[src/rtl/gnn_pkg.sv]
// Shared types and helpers for the dnn output-side blocks.
package gnn_pkg;

    localparam int unsigned DATA_W = 21;

    typedef logic signed [DATA_W-1:0] lane_t;
    // Packed so that lane 0 sits in the LSBs of the flattened word.
    typedef lane_t [3:0] vec4_t;

    typedef enum logic [1:0] {
        StIdle,
        StCollect,
        StDrain,
        StDone
    } wb_state_e;

    // Optional ReLU clamp followed by an arithmetic right shift.
    function automatic lane_t wb_act(input lane_t x, input logic relu, input int unsigned sh);
        lane_t y;
        y = (relu && (x < 0)) ? '0 : x;
        return y >>> sh;
    endfunction

endpackage

[src/rtl/dnn_writeback_if.sv]
// Valid/ready write port towards the node-feature memory.
interface dnn_writeback_if #(
    parameter int unsigned ADDR_W = 8
) ();
    import gnn_pkg::*;

    logic              wr_valid;
    logic              wr_ready;
    logic [ADDR_W-1:0] wr_addr;
    vec4_t             wr_data;

    modport master (
        output wr_valid,
        output wr_addr,
        output wr_data,
        input  wr_ready
    );

    modport slave (
        input  wr_valid,
        input  wr_addr,
        input  wr_data,
        output wr_ready
    );

endinterface

[src/rtl/wb_fifo.sv]
// First-word-fall-through FIFO; a push into a full FIFO is taken only when a
// pop happens in the same cycle.
module wb_fifo #(
    parameter int unsigned WIDTH = 8,
    parameter int unsigned DEPTH = 4,
    localparam int unsigned PTR_W = $clog2(DEPTH),
    localparam int unsigned CNT_W = $clog2(DEPTH) + 1
) (
    input  logic             clk,
    input  logic             rst,
    input  logic             flush_i,
    input  logic             push_i,
    input  logic             pop_i,
    input  logic [WIDTH-1:0] wdata_i,
    output logic [WIDTH-1:0] rdata_o,
    output logic             full_o,
    output logic             empty_o,
    output logic [CNT_W-1:0] count_o
);

    logic [WIDTH-1:0] mem_q [DEPTH];
    logic [PTR_W-1:0] wptr_q, rptr_q;
    logic [CNT_W-1:0] cnt_q;
    logic             do_push, do_pop;

    assign empty_o = (cnt_q == '0);
    assign full_o  = (cnt_q == CNT_W'(DEPTH));
    assign count_o = cnt_q;
    assign do_pop  = pop_i && !empty_o;
    assign do_push = push_i && (!full_o || do_pop);
    // Head is forced to zero when empty so the write port idles at zero.
    assign rdata_o = empty_o ? '0 : mem_q[rptr_q];

    // Storage array; contents need no reset since the count gates reads.
    always_ff @(posedge clk) begin
        if (do_push) begin
            mem_q[wptr_q] <= wdata_i;
        end
    end

    // Pointer and occupancy bookkeeping.
    always_ff @(posedge clk) begin
        if (rst || flush_i) begin
            wptr_q <= '0;
            rptr_q <= '0;
            cnt_q  <= '0;
        end else begin
            if (do_push) wptr_q <= wptr_q + PTR_W'(1);
            if (do_pop)  rptr_q <= rptr_q + PTR_W'(1);
            cnt_q <= cnt_q + CNT_W'(do_push) - CNT_W'(do_pop);
        end
    end

endmodule

[src/rtl/dnn_writeback.sv]
// Collects activated output beats from the dnn engine and writes one 4-lane
// word per node to memory, buffering through a small FIFO.
module dnn_writeback
    import gnn_pkg::*;
#(
    parameter int unsigned MAX_NODES  = 256,
    parameter int unsigned FIFO_DEPTH = 4,
    parameter int unsigned SHIFT      = 0,
    parameter int unsigned RELU_EN    = 1,
    localparam int unsigned ADDR_W    = $clog2(MAX_NODES)
) (
    input  logic              clk,
    input  logic              rst,
    input  logic              start_i,
    input  logic [ADDR_W:0]   num_nodes_i,
    input  logic              out_ready_i,
    input  lane_t             out0_i,
    input  lane_t             out1_i,
    input  lane_t             out2_i,
    input  lane_t             out3_i,
    output logic              busy_o,
    output logic              done_o,
    output logic              overflow_o,
    dnn_writeback_if.master   wr
);

    localparam int unsigned ENTRY_W = ADDR_W + 4 * DATA_W;
    localparam int unsigned CNT_W   = $clog2(FIFO_DEPTH) + 1;

    wb_state_e          state_q;
    logic [ADDR_W:0]    num_q;
    logic [ADDR_W:0]    acc_q;
    logic [ADDR_W:0]    acc_inc;
    logic               busy_q, done_q, ovf_q;

    vec4_t              act_vec;
    logic               beat, pop, flush, drop, drain_done;
    logic               fifo_full, fifo_empty;
    logic [CNT_W-1:0]   fifo_cnt;
    logic [ENTRY_W-1:0] head;

    // Per-lane activation ahead of the FIFO.
    always_comb begin
        act_vec    = '0;
        act_vec[0] = wb_act(out0_i, RELU_EN != 0, SHIFT);
        act_vec[1] = wb_act(out1_i, RELU_EN != 0, SHIFT);
        act_vec[2] = wb_act(out2_i, RELU_EN != 0, SHIFT);
        act_vec[3] = wb_act(out3_i, RELU_EN != 0, SHIFT);
    end

    assign beat    = (state_q == StCollect) && out_ready_i;
    assign pop     = wr.wr_valid && wr.wr_ready;
    assign flush   = (state_q == StIdle) && start_i;
    assign drop    = beat && fifo_full && !pop;
    assign acc_inc = acc_q + (ADDR_W + 1)'(1);
    // Finish on the edge that retires the last entry so done follows it by one cycle.
    assign drain_done = fifo_empty || (pop && (fifo_cnt == CNT_W'(1)));

    wb_fifo #(
        .WIDTH (ENTRY_W),
        .DEPTH (FIFO_DEPTH)
    ) u_fifo (
        .clk     (clk),
        .rst     (rst),
        .flush_i (flush),
        .push_i  (beat),
        .pop_i   (pop),
        .wdata_i ({acc_q[ADDR_W-1:0], act_vec}),
        .rdata_o (head),
        .full_o  (fifo_full),
        .empty_o (fifo_empty),
        .count_o (fifo_cnt)
    );

    assign wr.wr_valid = !fifo_empty;
    assign wr.wr_addr  = head[ENTRY_W-1 -: ADDR_W];
    assign wr.wr_data  = head[4*DATA_W-1:0];

    assign busy_o     = busy_q;
    assign done_o     = done_q;
    assign overflow_o = ovf_q;

    // Pass sequencing, counters and registered status outputs.
    always_ff @(posedge clk) begin
        if (rst) begin
            state_q <= StIdle;
            num_q   <= '0;
            acc_q   <= '0;
            busy_q  <= 1'b0;
            done_q  <= 1'b0;
            ovf_q   <= 1'b0;
        end else begin
            done_q <= 1'b0;
            unique case (state_q)
                StIdle: begin
                    if (start_i) begin
                        num_q <= num_nodes_i;
                        acc_q <= '0;
                        ovf_q <= 1'b0;
                        if (num_nodes_i == '0) begin
                            state_q <= StDone;
                            done_q  <= 1'b1;
                        end else begin
                            state_q <= StCollect;
                            busy_q  <= 1'b1;
                        end
                    end
                end
                StCollect: begin
                    if (beat) begin
                        acc_q <= acc_inc;
                        if (drop) ovf_q <= 1'b1;
                        if (acc_inc == num_q) state_q <= StDrain;
                    end
                end
                StDrain: begin
                    if (drain_done) begin
                        state_q <= StDone;
                        busy_q  <= 1'b0;
                        done_q  <= 1'b1;
                    end
                end
                StDone: begin
                    state_q <= StIdle;
                end
                default: begin
                    state_q <= StIdle;
                end
            endcase
        end
    end

endmodule
[src/flat_wrapper.sv]
// flat-port wrapper written by rule: the top's interface ports become plain ports
module dnn_writeback_flat import gnn_pkg::*;
#(
    parameter int unsigned MAX_NODES  = 256,
    parameter int unsigned FIFO_DEPTH = 4,
    parameter int unsigned SHIFT      = 0,
    parameter int unsigned RELU_EN    = 1,
    localparam int unsigned ADDR_W    = $clog2(MAX_NODES)
)
  (clk, rst, start_i, num_nodes_i, out_ready_i, out0_i, out1_i, out2_i, out3_i, busy_o, done_o, overflow_o, wr_wr_valid, wr_wr_addr, wr_wr_data, wr_wr_ready);
  dnn_writeback_if wr_i ();
  input  logic clk;
  input  logic rst;
  input  logic start_i;
  input  logic [ADDR_W:0] num_nodes_i;
  input  logic out_ready_i;
  input  lane_t out0_i;
  input  lane_t out1_i;
  input  lane_t out2_i;
  input  lane_t out3_i;
  output logic busy_o;
  output logic done_o;
  output logic overflow_o;
  output wire logic [$bits(wr_i.wr_valid)-1:0] wr_wr_valid;
  output wire logic [$bits(wr_i.wr_addr)-1:0] wr_wr_addr;
  output wire logic [$bits(wr_i.wr_data)-1:0] wr_wr_data;
  input wire logic [$bits(wr_i.wr_ready)-1:0] wr_wr_ready;
  assign wr_wr_valid = wr_i.wr_valid;
  assign wr_wr_addr = wr_i.wr_addr;
  assign wr_wr_data = wr_i.wr_data;
  assign wr_i.wr_ready = wr_wr_ready;
  dnn_writeback #(.MAX_NODES(MAX_NODES), .FIFO_DEPTH(FIFO_DEPTH), .SHIFT(SHIFT), .RELU_EN(RELU_EN)) u_core (.clk(clk), .rst(rst), .start_i(start_i), .num_nodes_i(num_nodes_i), .out_ready_i(out_ready_i), .out0_i(out0_i), .out1_i(out1_i), .out2_i(out2_i), .out3_i(out3_i), .busy_o(busy_o), .done_o(done_o), .overflow_o(overflow_o), .wr(wr_i));
endmodule
[config.mk]
export PLATFORM = sky130hd
export DESIGN_NAME = dnn_writeback_flat
export DESIGN_NICKNAME = d
export VERILOG_FILES = /design/src/rtl/gnn_pkg.sv /design/src/rtl/dnn_writeback_if.sv /design/src/rtl/wb_fifo.sv /design/src/rtl/dnn_writeback.sv /design/src/flat_wrapper.sv
export SDC_FILE = /design/constraint.sdc
export NUM_CORES = 1
export LEC_CHECK = 0
export ABC_AREA = 1
export BUFFER_PORTS_ARGS = -buffer_cell sky130_fd_sc_hd__buf_2
export CAP_MARGIN = 15
export CORE_MARGIN = 2
export CORE_UTILIZATION = 55
export CTS_BUF_LIST = sky130_fd_sc_hd__clkbuf_4 sky130_fd_sc_hd__clkbuf_8
export DETAILED_ROUTE_END_ITERATION = 7
export PLACE_DENSITY = 0.76
export RECOVER_POWER = 50
export REMOVE_ABC_BUFFERS = 1
export SLEW_MARGIN = 40
export SYNTH_ARGS = -nofsm -noshare
export SYNTH_HDL_FRONTEND = slang
export SYNTH_SLANG_ARGS = --single-unit
[constraint.sdc]
create_clock -name clk -period 5.8 [get_ports clk]
set_input_delay 0.58 -clock clk [delete_from_list [all_inputs] [get_ports clk]]
set_output_delay 0.58 -clock clk [all_outputs]
set_load 0.01 [all_outputs]
==> metrics.cfg, run 1 <==
[detailed_routing]
vias=11186
drtAntennaViolNets=0
drt_iter0_drc=1189
avgViaCountPerCell=5.36
drc_errors=0
wl_per_cell_um=17.1
finalWirelength_um=35600
drtPass1Iterations=6

[clock_tree]
cts_hold_buf=0
clkTransAtPathRegs_ns=0.06
root_buffer=clkbuf_8
clock-sinks=384
cts_tree=yes
ctsLongestPathBuffers=3
ctsResizeCount=0
clkLatencyLatePin_ns=0.58
cts.htree.levels=2
postCtsSetupBuffers=0
cts_made_buffers=57

[final_layout]
multi_input_area_um2=3940
nNetsFinal=1766
area_growth_pct=14.5
fillerInstances=2237
antennaDiodeCount=0
drive_above_1_share_pct=17.6
regArea_um2=11200

[power_and_ir_drop]
switching_share_pct=34.1
p_int_uw=5020
seqPwrFrac_pct=43.5
combPwrFrac_pct=29.1
leakage_uw=0.00713
clkPwrFrac_pct=27.3
ir_drop_mv=0.401
switching_power_uw=2600
power_density_nw_per_um2=417

[status]
outcome=finished with violations
violations=max-capacitance violations, max-slew violations

[floorplan]
fp.dieW_um=174
core_area_um2=28600
die-area_um2=30400
io_pins=194
start_util_pct=55.7
rows=62
die_h_um=174

[critical_path]
worstSetupEndpointType=flip-flop
critPathArrivalTime_ns=4.49
start_kind=flip-flop
critPathKind=flip-flop to flip-flop
critPathRequiredTime_ns=6.00
path_max_fanout=53

[synth]
synth.largest_area_cell=edfxtp_1
ys_warn_count=0
synth.avg_cell_area_um2=10.8
synth_top_area_share_pct=66.3
synth_edf_count=352
yosys-top-cells-count=nor2_1 (461), edfxtp_1 (352), o21ai_0 (182)
synth_ff_type=edfxtp_1
async_flop_share_pct=0
netlist_top_cells_area=edfxtp_1 (66%), nor2_1 (11%), o21ai_0 (5.7%)
synth_most_common_cell=nor2_1
syn-cell-area_um2=15900
ys_seq_area_share_pct=70.3
synth_cell_type_count=32
synth_seq_cells=384
syn_inst=1474

[global_route]
grt_pass1_vias=10780
antenna_found_initial=1
grt_max_degree=106
grt_remaining_overflow=0
grt_pass1_wl_um=55600
grtUsageTotal_pct=23.2

[sta]
worst_slack_ns=1.51
fin_tns_setup_ns=0
fmax_ghz=0.233
clock_skew_ns=0.0318
slew_violations=37
rsz0062_at_grt=no
post-route-period-util_pct=74.0
hold_viol=0
period_needed_ns=4.29
finalSetupViolations=0
slew_headroom_pct=-54.9
tightest_slew_ns=2.32

[flow_run]
maxCapViolations=1

[place]
dp_hpwl_um=20700
gp_congestion=0.796
io_buffers=189
place_worst_setup_slack_ns=2.62

[worst_hold_path]
hp-class=input port to flip-flop

kinds of logic after synthesis:
group	Yosys count	synth area share, %
fa+ha+maj	11	0.910
compound gates	304	9.63
flops	384	70.3
simple gates	564	13.8
other cells	1	0.0235
xor+xnor	3	0.165
buf+inv	207	5.14
area by class of cell:
class	count	share of cell area, %
tap	384	2.63
inverter	124	2.60
clock inverter	22	0.658
sequential	384	61.4
multi-input combinational	886	21.6
clock buffer	81	5.35
timing repair buffer	204	5.73
worst paths after layout:
check | slack (ns) | depth (start not counted) | startpoint | endpoint
max | 1.51 | 8 | u_core.state_q[1] | u_core.u_fifo.mem_q[0][76]
min reg2reg | 0.47 | 2 | u_core.num_q[8] | u_core.num_q[8]
max reg2reg | 1.51 | 8 | u_core.state_q[1] | u_core.u_fifo.mem_q[0][76]
min | 0.26 | 3 | num_nodes_i[7] | u_core.num_q[7]
state kept, by name, indices dropped and copies added, names as in the netlist, named ones only:
| signal | cells |
|---|---|
| u_core.num_q | 9 |
| u_core.u_fifo.count_o | 3 |
| u_core.u_fifo.rptr_q | 2 |
| u_core.done_o | 1 |
| u_core.u_fifo.mem_q | 352 |
| u_core.u_fifo.wptr_q | 2 |
| u_core.busy_o | 1 |
| u_core.acc_q | 9 |
| u_core.overflow_o | 1 |
| u_core.state_q | 2 |
placed cells by master (no fill, tap or decap), types with 30 or more instances in the layout:
cell,Yosys,layout
dfxtp_1,32,30
buf_2,19,182
clkbuf_8,0,59
edfxtp_1,352,352
nor2_1,461,458
o21ai_0,182,182
inv_1,120,120
a21oi_1,111,111
nand2_1,63,63
power by group through the flow:
| stage | registers (uW) | logic [uW] | clock network (uW) |
|---|---|---|---|
| CTS | 3310 | 2240 | 2110 |
| floorplan | 3410 | 1280 | 0 |
| detailed placement | 3370 | 2230 | 0 |
| global route | 3340 | 2470 | 2230 |
| global placement | 3360 | 2200 | 0 |
| finish | 3320 | 2220 | 2080 |
metrics by stage:
step           total power, uW  util, %  instances  hold WS (ns)  area, um^2
6_report                  7620     63.8       2085         0.261       18300
5_1_grt                   8040     63.8       2085         0.246       18300
4_1_cts                   7670     63.9       2085         0.229       18300
3_5_place_dp              5600     60.1       1982         0.461       17200
3_3_place_gp              5560     60.1       1982         0.459       17200
2_1_floorplan             4690        -       1394         0.444       15600
worst max-delay path, stage by stage (launching register included):
cell and delay [ns]:
dfxtp_1 0.34, inv_1 0.09, ha_1 0.20, nand2_1 0.09
nor2_1 0.19, clkinv_1 0.30, nor2_4 0.14, clkbuf_1 1.65
buf_4 0.87
layer usage:
metal  vias up  track usage (%)  share of wire (%)
li1       5336                -                  -
met1      5329             31.0                 42
met2       464             38.9                 49
met3        55             4.48                7.5
met4         2             6.93                1.9
met5         -                0              0.037
Power figures use the tool's default switching activity.
==> run 2, diff against run 1 <==
--- a/config.mk
+++ b/config.mk
@@ -5,14 +5,14 @@
 export SDC_FILE = /design/constraint.sdc
 export NUM_CORES = 1
 export LEC_CHECK = 0
-export ABC_AREA = 1
+export ABC_AREA = 0
 export BUFFER_PORTS_ARGS = -buffer_cell sky130_fd_sc_hd__buf_2
 export CAP_MARGIN = 15
 export CORE_MARGIN = 2
-export CORE_UTILIZATION = 55
+export CORE_UTILIZATION = 54
 export CTS_BUF_LIST = sky130_fd_sc_hd__clkbuf_4 sky130_fd_sc_hd__clkbuf_8
 export DETAILED_ROUTE_END_ITERATION = 7
-export PLACE_DENSITY = 0.76
+export PLACE_DENSITY = 0.78
 export RECOVER_POWER = 50
 export REMOVE_ABC_BUFFERS = 1
 export SLEW_MARGIN = 40
==> constraint.sdc (replaced) <==
create_clock -name clk -period 3.8 [get_ports clk]
set_input_delay 0.38 -clock clk [delete_from_list [all_inputs] [get_ports clk]]
set_output_delay 0.38 -clock clk [all_outputs]
set_load 0.01 [all_outputs]
==> run 2 against run 1 <==
The flow now finishes without violations; combinational power up 28%; register-to-register slack worse by 0.35 ns; highest routed layer unchanged; setup slack worse by 0.71 ns; hold slack worse by 0.21 ns; power up 48%; sequential share of layout area about the same; synthesized cell count down 40%; critical path depth down 4; largest power group unchanged.
==> metrics.cfg, run 2 <==
[critical_path]
max_stage_delay_ns=0.72  ; -0.93 ns
crit_slowest_cell=dfxtp_4
critPathKind=flip-flop to primary output
rrSetupSlack_ns=1.16  ; -0.35 ns
path_max_fanout=39  ; -26%
crit_chain=buf_12 > mux4_2 > and2_1 > buf_2
crit_family=flip-flops
start_kind=flip-flop
critPathArrivalTime_ns=2.62  ; -1.87 ns
path_buf_inv=2  ; -2
worstSetupEndpointType=primary output
critPathRequiredTime_ns=3.42  ; -2.58 ns

[final_layout]
regMostFlops=u_core.u_fifo.mem_q
final_common_cell=edfxtp_1
fin_util_pct=63.8  ; about the same
largest_register_ffs=352  ; unchanged
drive_above_1_share_pct=34.4  ; +17 points
top_regs=u_core.u_fifo.mem_q x352, u_core.acc_q x9, u_core.num_q x9
nNetsFinal=1207  ; -32%
final_cell_mix=edfxtp_1 (352), buf_2 (182), and2_1 (91)
area_growth_pct=16.5

[place]
dp_hpwl_um=18000  ; -13%
gp_congestion=0.819  ; +2.9%
io_buffers=189  ; unchanged
place_worst_setup_slack_ns=1.16  ; -1.45 ns

[flow_run]
maxCapViolations=0  ; -1

[synth]
synth_seq_cells=384  ; unchanged
synth_most_common_cell=edfxtp_1
synth_cell_type_count=50  ; +56%
netlist_top_cells_area=edfxtp_1 (67%), mux4_2 (13%), dfxtp_1 (4.1%)
synth.largest_area_cell=edfxtp_1
ys_warn_count=0  ; unchanged
ys_seq_area_share_pct=71.6  ; +1.3 points
synth_edf_count=352  ; unchanged
yosys-top-cells-count=edfxtp_1 (352), and2_1 (96), mux4_2 (88)
syn-cell-area_um2=15700  ; -1.8%
synth_ff_type=edfxtp_1
synth.avg_cell_area_um2=17.7  ; +63%
async_flop_share_pct=0  ; unchanged
syn_inst=886  ; -40%
synth_top_area_share_pct=67.5  ; +1.2 points

[detailed_routing]
avgViaCountPerCell=5.46  ; +1.8%
drt_iter0_drc=722  ; -39%
drc_errors=0  ; unchanged
drtPass1Iterations=7  ; +1
wl_per_cell_um=19.4  ; +13%
drtAntennaViolNets=0  ; unchanged
finalWirelength_um=29600  ; -17%
vias=8346  ; -25%

[floorplan]
fp.dieW_um=174  ; about the same
rows=62  ; unchanged
core_area_um2=28600  ; unchanged
die_h_um=174  ; about the same
start_util_pct=54.7  ; -1.0 points
die-area_um2=30400  ; about the same
io_pins=194  ; unchanged

[global_route]
antenna_found_initial=3  ; +2
grt_pass1_vias=8542  ; -21%
grt_remaining_overflow=0  ; unchanged
grtUsageTotal_pct=19.5  ; -3.7 points
grt_pass1_wl_um=45800  ; -18%
grt_max_degree=90  ; -15%

[sta]
fin_tns_setup_ns=0  ; unchanged
worst_slack_ns=0.798  ; -0.709 ns
period_needed_ns=3.00
fmax_ghz=0.333
tightest_slew_ns=1.19  ; -1.14 ns
hold_viol=0  ; unchanged
hold_ws_ns=0.0541  ; -0.207 ns
slew_headroom_pct=21.0  ; +76 points
clock_skew_ns=0.0110  ; -0.0208 ns
rsz0062_at_grt=no
post-route-period-util_pct=79.0
slew_violations=0  ; -100%
finalSetupViolations=0  ; unchanged

[clock_tree]
root_buffer=clkbuf_8
cts.htree.levels=2  ; unchanged
cts_tree=yes
ctsLongestPathBuffers=3  ; unchanged
cts_hold_buf=0  ; unchanged
clkLatencyLatePin_ns=0.58  ; about the same
cts_made_buffers=59  ; +3.5%
ctsResizeCount=0  ; unchanged
clock-sinks=384  ; unchanged
postCtsSetupBuffers=0  ; unchanged
clkTransAtPathRegs_ns=0.06  ; about the same

[power_and_ir_drop]
power_density_nw_per_um2=619  ; +48%
leakage_uw=0.00639  ; -10%
ir_drop_mv=0.531  ; +32%

[worst_hold_path]
hp-class=input port to flip-flop

[status]
outcome=finished, final reports clean

## run 2: cell count changes after synthesis, moves of 6 or more
cell      change
o21ai_0     -171
inv_1       -105
xnor2_1       +6
nand3_1      -16
buf_2         -7
clkbuf_1     -22
and2_1       +96
nand2_1      -33
o21ai_1       -6
nor2b_1      +82
mux4_2       +88
nor2_1      -436
a21oi_1      -88
## run 2: path summary, 6_finish.rpt
path / startpoint / endpoint / cells past startpoint
hold reg to reg: u_core.num_q[8] / u_core.num_q[8] / 2
hold / removal: num_nodes_i[4] / u_core.num_q[4] / 3
setup / recovery: flip-flop / wr_wr_addr[3] / 4
setup reg to reg: u_core.state_q[1] / u_core.u_fifo.count_o[2] / 12
## run 2: where the power goes
| part | switching [uW] | leakage [uW] | internal [uW] |
|---|---|---|---|
| Clock | 1490 | 0.000645 | 1980 |
| Combinational | 1580 | 0.00227 | 1260 |
| Sequential | 123 | 0.00348 | 4850 |
| Total | 3200 | 0.00639 | 8090 |
## run 2: kinds of logic (layout without fill, tap and decap cells)
group / Yosys count / count (layout) / synth area share [%]
XOR/XNOR: 12 / 12 / 0.671
AO/OA/AOI/OAI: 55 / 55 / 2.31
adder cells (fa/ha/maj): 11 / 11 / 0.927
buffers and inverters: 70 / 323 / 1.97
AND/OR/NAND/NOR: 261 / 261 / 9.60
other: 1 / 6 / 0.0239
multiplexers: 92 / 92 / 12.9
flip-flops: 384 / 384 / 71.6
## run 2: worst reg2reg max path: cells and delay by family, from the launching register on
family / cells / cell delay (ns)
adders and majority gates: 4 / 1.12
DFF: 1 / 0.31
buffers and inverters: 3 / 0.22
xor gates and xnor gates: 2 / 0.31
and+or+nand+nor: 3 / 0.58
## run 2: final cells by class
type / count / area [um^2]
flip-flops and latches: 384 / 11200
fillers: 2039 / 10400
multi-input cells: 435 / 4170
repair buffers: 203 / 1110
clock buffers: 77 / 953
well taps: 384 / 480
clock inverters: 28 / 264
inverters: 15 / 56.3
diodes: 2 / 5.00
## run 2: per-stage QoR
step / std cells / power, uW / instance area [um^2]
after floorplan: 834 / 6810 / 15400
after global placement: 1421 / 7920 / 17000
after detailed placement: 1421 / 7960 / 17000
after CTS: 1526 / 11400 / 18300
after global routing: 1527 / 11800 / 18200
final: 1528 / 11300 / 18300
## run 2: routing by layer
layer	GRT usage (%)	vias up	share of wire [%]
li1	-	3818	-
met1	26.0	4182	42
met2	32.5	304	49
met3	4.44	40	6.9
met4	5.43	2	1.9
met5	0	-	0.044
==> run 3, diff against run 2 <==
--- a/config.mk
+++ b/config.mk
@@ -9,10 +9,10 @@
 export BUFFER_PORTS_ARGS = -buffer_cell sky130_fd_sc_hd__buf_2
 export CAP_MARGIN = 15
 export CORE_MARGIN = 2
-export CORE_UTILIZATION = 54
+export CORE_UTILIZATION = 55
 export CTS_BUF_LIST = sky130_fd_sc_hd__clkbuf_4 sky130_fd_sc_hd__clkbuf_8
 export DETAILED_ROUTE_END_ITERATION = 7
-export PLACE_DENSITY = 0.78
+export PLACE_DENSITY = 0.76
 export RECOVER_POWER = 50
 export REMOVE_ABC_BUFFERS = 1
 export SLEW_MARGIN = 40
==> constraint.sdc (replaced) <==
create_clock -name clk -period 3.1 [get_ports clk]
set_input_delay 0.31 -clock clk [delete_from_list [all_inputs] [get_ports clk]]
set_output_delay 0.31 -clock clk [all_outputs]
set_load 0.01 [all_outputs]
==> run 3 against run 2 <==
Setup slack worse by 0.41 ns; first-iteration DRC count is 20% lower; utilization increased by 1.8 points; largest cell class unchanged.
==> metrics.cfg, run 3 (same netlist as run 2, synthesis figures left out) <==
[status]
outcome=finished, final reports clean

[worst_hold_path]
min-delay-start=out_ready_i
worstHoldEndpoint=u_core.overflow_o
hold_depth=4  ; +1
hp-class=input port to flip-flop

[clock_tree]
root_buffer=clkbuf_8
cts_tree=yes
cts.htree.levels=2  ; unchanged
clock-sinks=384  ; unchanged
clkTransAtPathRegs_ns=0.06  ; about the same
cts_made_buffers=58  ; -1.7%
clkLatencyLatePin_ns=0.57  ; about the same
ctsLongestPathBuffers=3  ; unchanged

[final_layout]
area_growth_pct=16.9
final_cells=1531  ; +0.20%
largest_register_ffs=352  ; unchanged
fin_util_pct=65.5  ; +1.8 points
final_cell_mix=edfxtp_1 (352), buf_2 (181), and2_1 (91)
design_area_um2=18300  ; +0.31%
regMostFlops=u_core.u_fifo.mem_q
final_common_cell=edfxtp_1
top_regs=u_core.u_fifo.mem_q x352, u_core.acc_q x9, u_core.num_q x9
drive_above_1_share_pct=34.0  ; -0.44 points
nNetsFinal=1218  ; +0.91%
fillerInstances=1984  ; -2.7%

[critical_path]
max_stage_delay_ns=0.57  ; -0.15 ns
worstSetupEndpointType=primary output
path_max_fanout=34  ; -13%
ff2ff_path_depth=7  ; -5
critPathArrivalTime_ns=2.40  ; -0.22 ns
crit_slowest_cell=dfxtp_4
reg2reg_to=u_core.u_fifo.mem_q[2][10]
r2r_start=u_core.state_q[1]
crit_chain=buf_12 > mux4_2 > and2_1 > buf_2
start_kind=flip-flop
critPathRequiredTime_ns=2.79  ; -0.63 ns
critPathKind=flip-flop to primary output
rrSetupSlack_ns=0.43  ; -0.73 ns

[floorplan]
fp.dieW_um=173  ; -0.89%
core_area_um2=27900  ; -2.4%
die-area_um2=29800  ; -1.8%
start_util_pct=56.1  ; +1.4 points
io_pins=194  ; unchanged
die_h_um=173  ; -0.89%
rows=61  ; -1.6%

[detailed_routing]
drtAntennaViolNets=0  ; unchanged
finalWirelength_um=30400  ; +2.7%
drc_errors=0  ; unchanged
wl_per_cell_um=19.8  ; +2.5%
vias=8352  ; +0.072%
drtPass1Iterations=5  ; -2
avgViaCountPerCell=5.46  ; -0.12%
drt_iter0_drc=576  ; -20%

[sta]
period_needed_ns=2.71
slew_violations=0  ; unchanged
worst_slack_ns=0.388  ; -0.410 ns
rsz0062_at_grt=no
clock_skew_ns=0.0105  ; -0.000482 ns
hold_viol=0  ; unchanged
slew_headroom_pct=19.4  ; -1.6 points
fmax_ghz=0.369
tightest_slew_ns=1.21  ; +0.0243 ns
finalSetupViolations=0  ; unchanged
post-route-period-util_pct=87.5

[power_and_ir_drop]
p_int_uw=9690  ; +20%
power_density_nw_per_um2=743  ; +20%
seqPwrFrac_pct=44.6  ; +0.5 points
switching_share_pct=28.8  ; +0.45 points
leakage_uw=0.00640  ; +0.13%
combPwrFrac_pct=26.3  ; +1.1 points
fin_total_pwr_uw=13600  ; +21%
ir_drop_mv=0.742  ; +40%
switching_power_uw=3920  ; +22%
clkPwrFrac_pct=29.1  ; -1.7 points

[global_route]
use_met1_pct=27.8  ; +1.8 points
grtUsageTotal_pct=20.4  ; +0.97 points
grt_pass1_wl_um=47500  ; +3.9%
grt_pass1_vias=8750  ; +2.4%
met3_usage_pct=4.07  ; -0.37 points
grt_remaining_overflow=0  ; unchanged
busiest_layer=met2
met2_usage_pct=33.6  ; +1.1 points
antenna_found_initial=2  ; -1
grt_max_degree=90  ; unchanged

[place]
io_buffers=189  ; unchanged
place_inst=1418  ; -0.21%
dpl-instance-area_um2=17100  ; +0.55%
place_worst_setup_slack_ns=0.655  ; -0.509 ns
gp_congestion=0.821  ; +0.24%
dp_hpwl_um=18000  ; about the same

[flow_run]
maxCapViolations=0  ; unchanged

## run 3: power groups by stage
| stage | clock network, uW | logic, uW | registers (uW) |
|---|---|---|---|
| after floorplan | 0 | 2070 | 6280 |
| after global placement | 0 | 3600 | 6160 |
| after detailed placement | 0 | 3630 | 6180 |
| after CTS | 4060 | 3650 | 6080 |
| after global routing | 4270 | 3920 | 6100 |
| final | 3960 | 3580 | 6070 |
## run 3: timing repair
action                                 in CTS  in global routing
endpoints found under the hold margin       9                  0
hold buffers                                9                  0
buffers inserted                            0                  0
resized for setup                           0                  0
## run 3: layout make-up
type / count / area (um^2) / share of cell area (%)
Multi-Input combinational cell: 435 / 4160 / 22.7
Clock buffer: 86 / 1060 / 5.78
Sequential cell: 384 / 11200 / 61.3
Tap cell: 378 / 473 / 2.58
Inverter: 15 / 56.3 / 0.308
Timing Repair Buffer: 215 / 1270 / 6.92
Clock inverter: 16 / 68.8 / 0.376
Antenna cell: 2 / 5.00 / 0.0273
## run 3: layer usage
layer  up-vias  routed length (um)
met5         -                   0
met4         0                 599
met3        48                1860
met2       286               15100
met1      4198               12800
li1       3820                   -
## run 3: worst max path at each step
stage / from / cells past startpoint / slack, ns / to
6_report: flip-flop / 4 / 0.39 / wr_wr_data[28]
5_1_grt: u_core.state_q[1] / 7 / 0.22 / u_core.u_fifo.mem_q[2][63]
4_1_cts: flip-flop / 4 / 0.29 / wr_wr_data[28]
3_5_place_dp: u_core.state_q[1] / 13 / 0.65 / u_core.u_fifo.count_o[2]
3_3_place_gp: u_core.u_fifo.count_o[2] / 9 / 0.71 / u_core.u_fifo.count_o[2]
2_1_floorplan: flip-flop / 2 / -1.74 / wr_wr_addr[0]
## run 3: through the flow
stage / setup TNS (ns) / hold WS, ns
final: 0 / 0.122
after global routing: 0 / 0.105
after CTS: 0 / 0.0785
after detailed placement: 0 / 0.462
after global placement: 0 / 0.457
after floorplan: -293.67 / 0.379
## run 3: worst max-delay path: cells and delay by family, from the launching register on
kind	cells	cell delay, ns
flip-flops	1	0.57
multiplexers	1	0.56
AND/OR/NAND/NOR	1	0.20
buffers and inverters	2	0.46
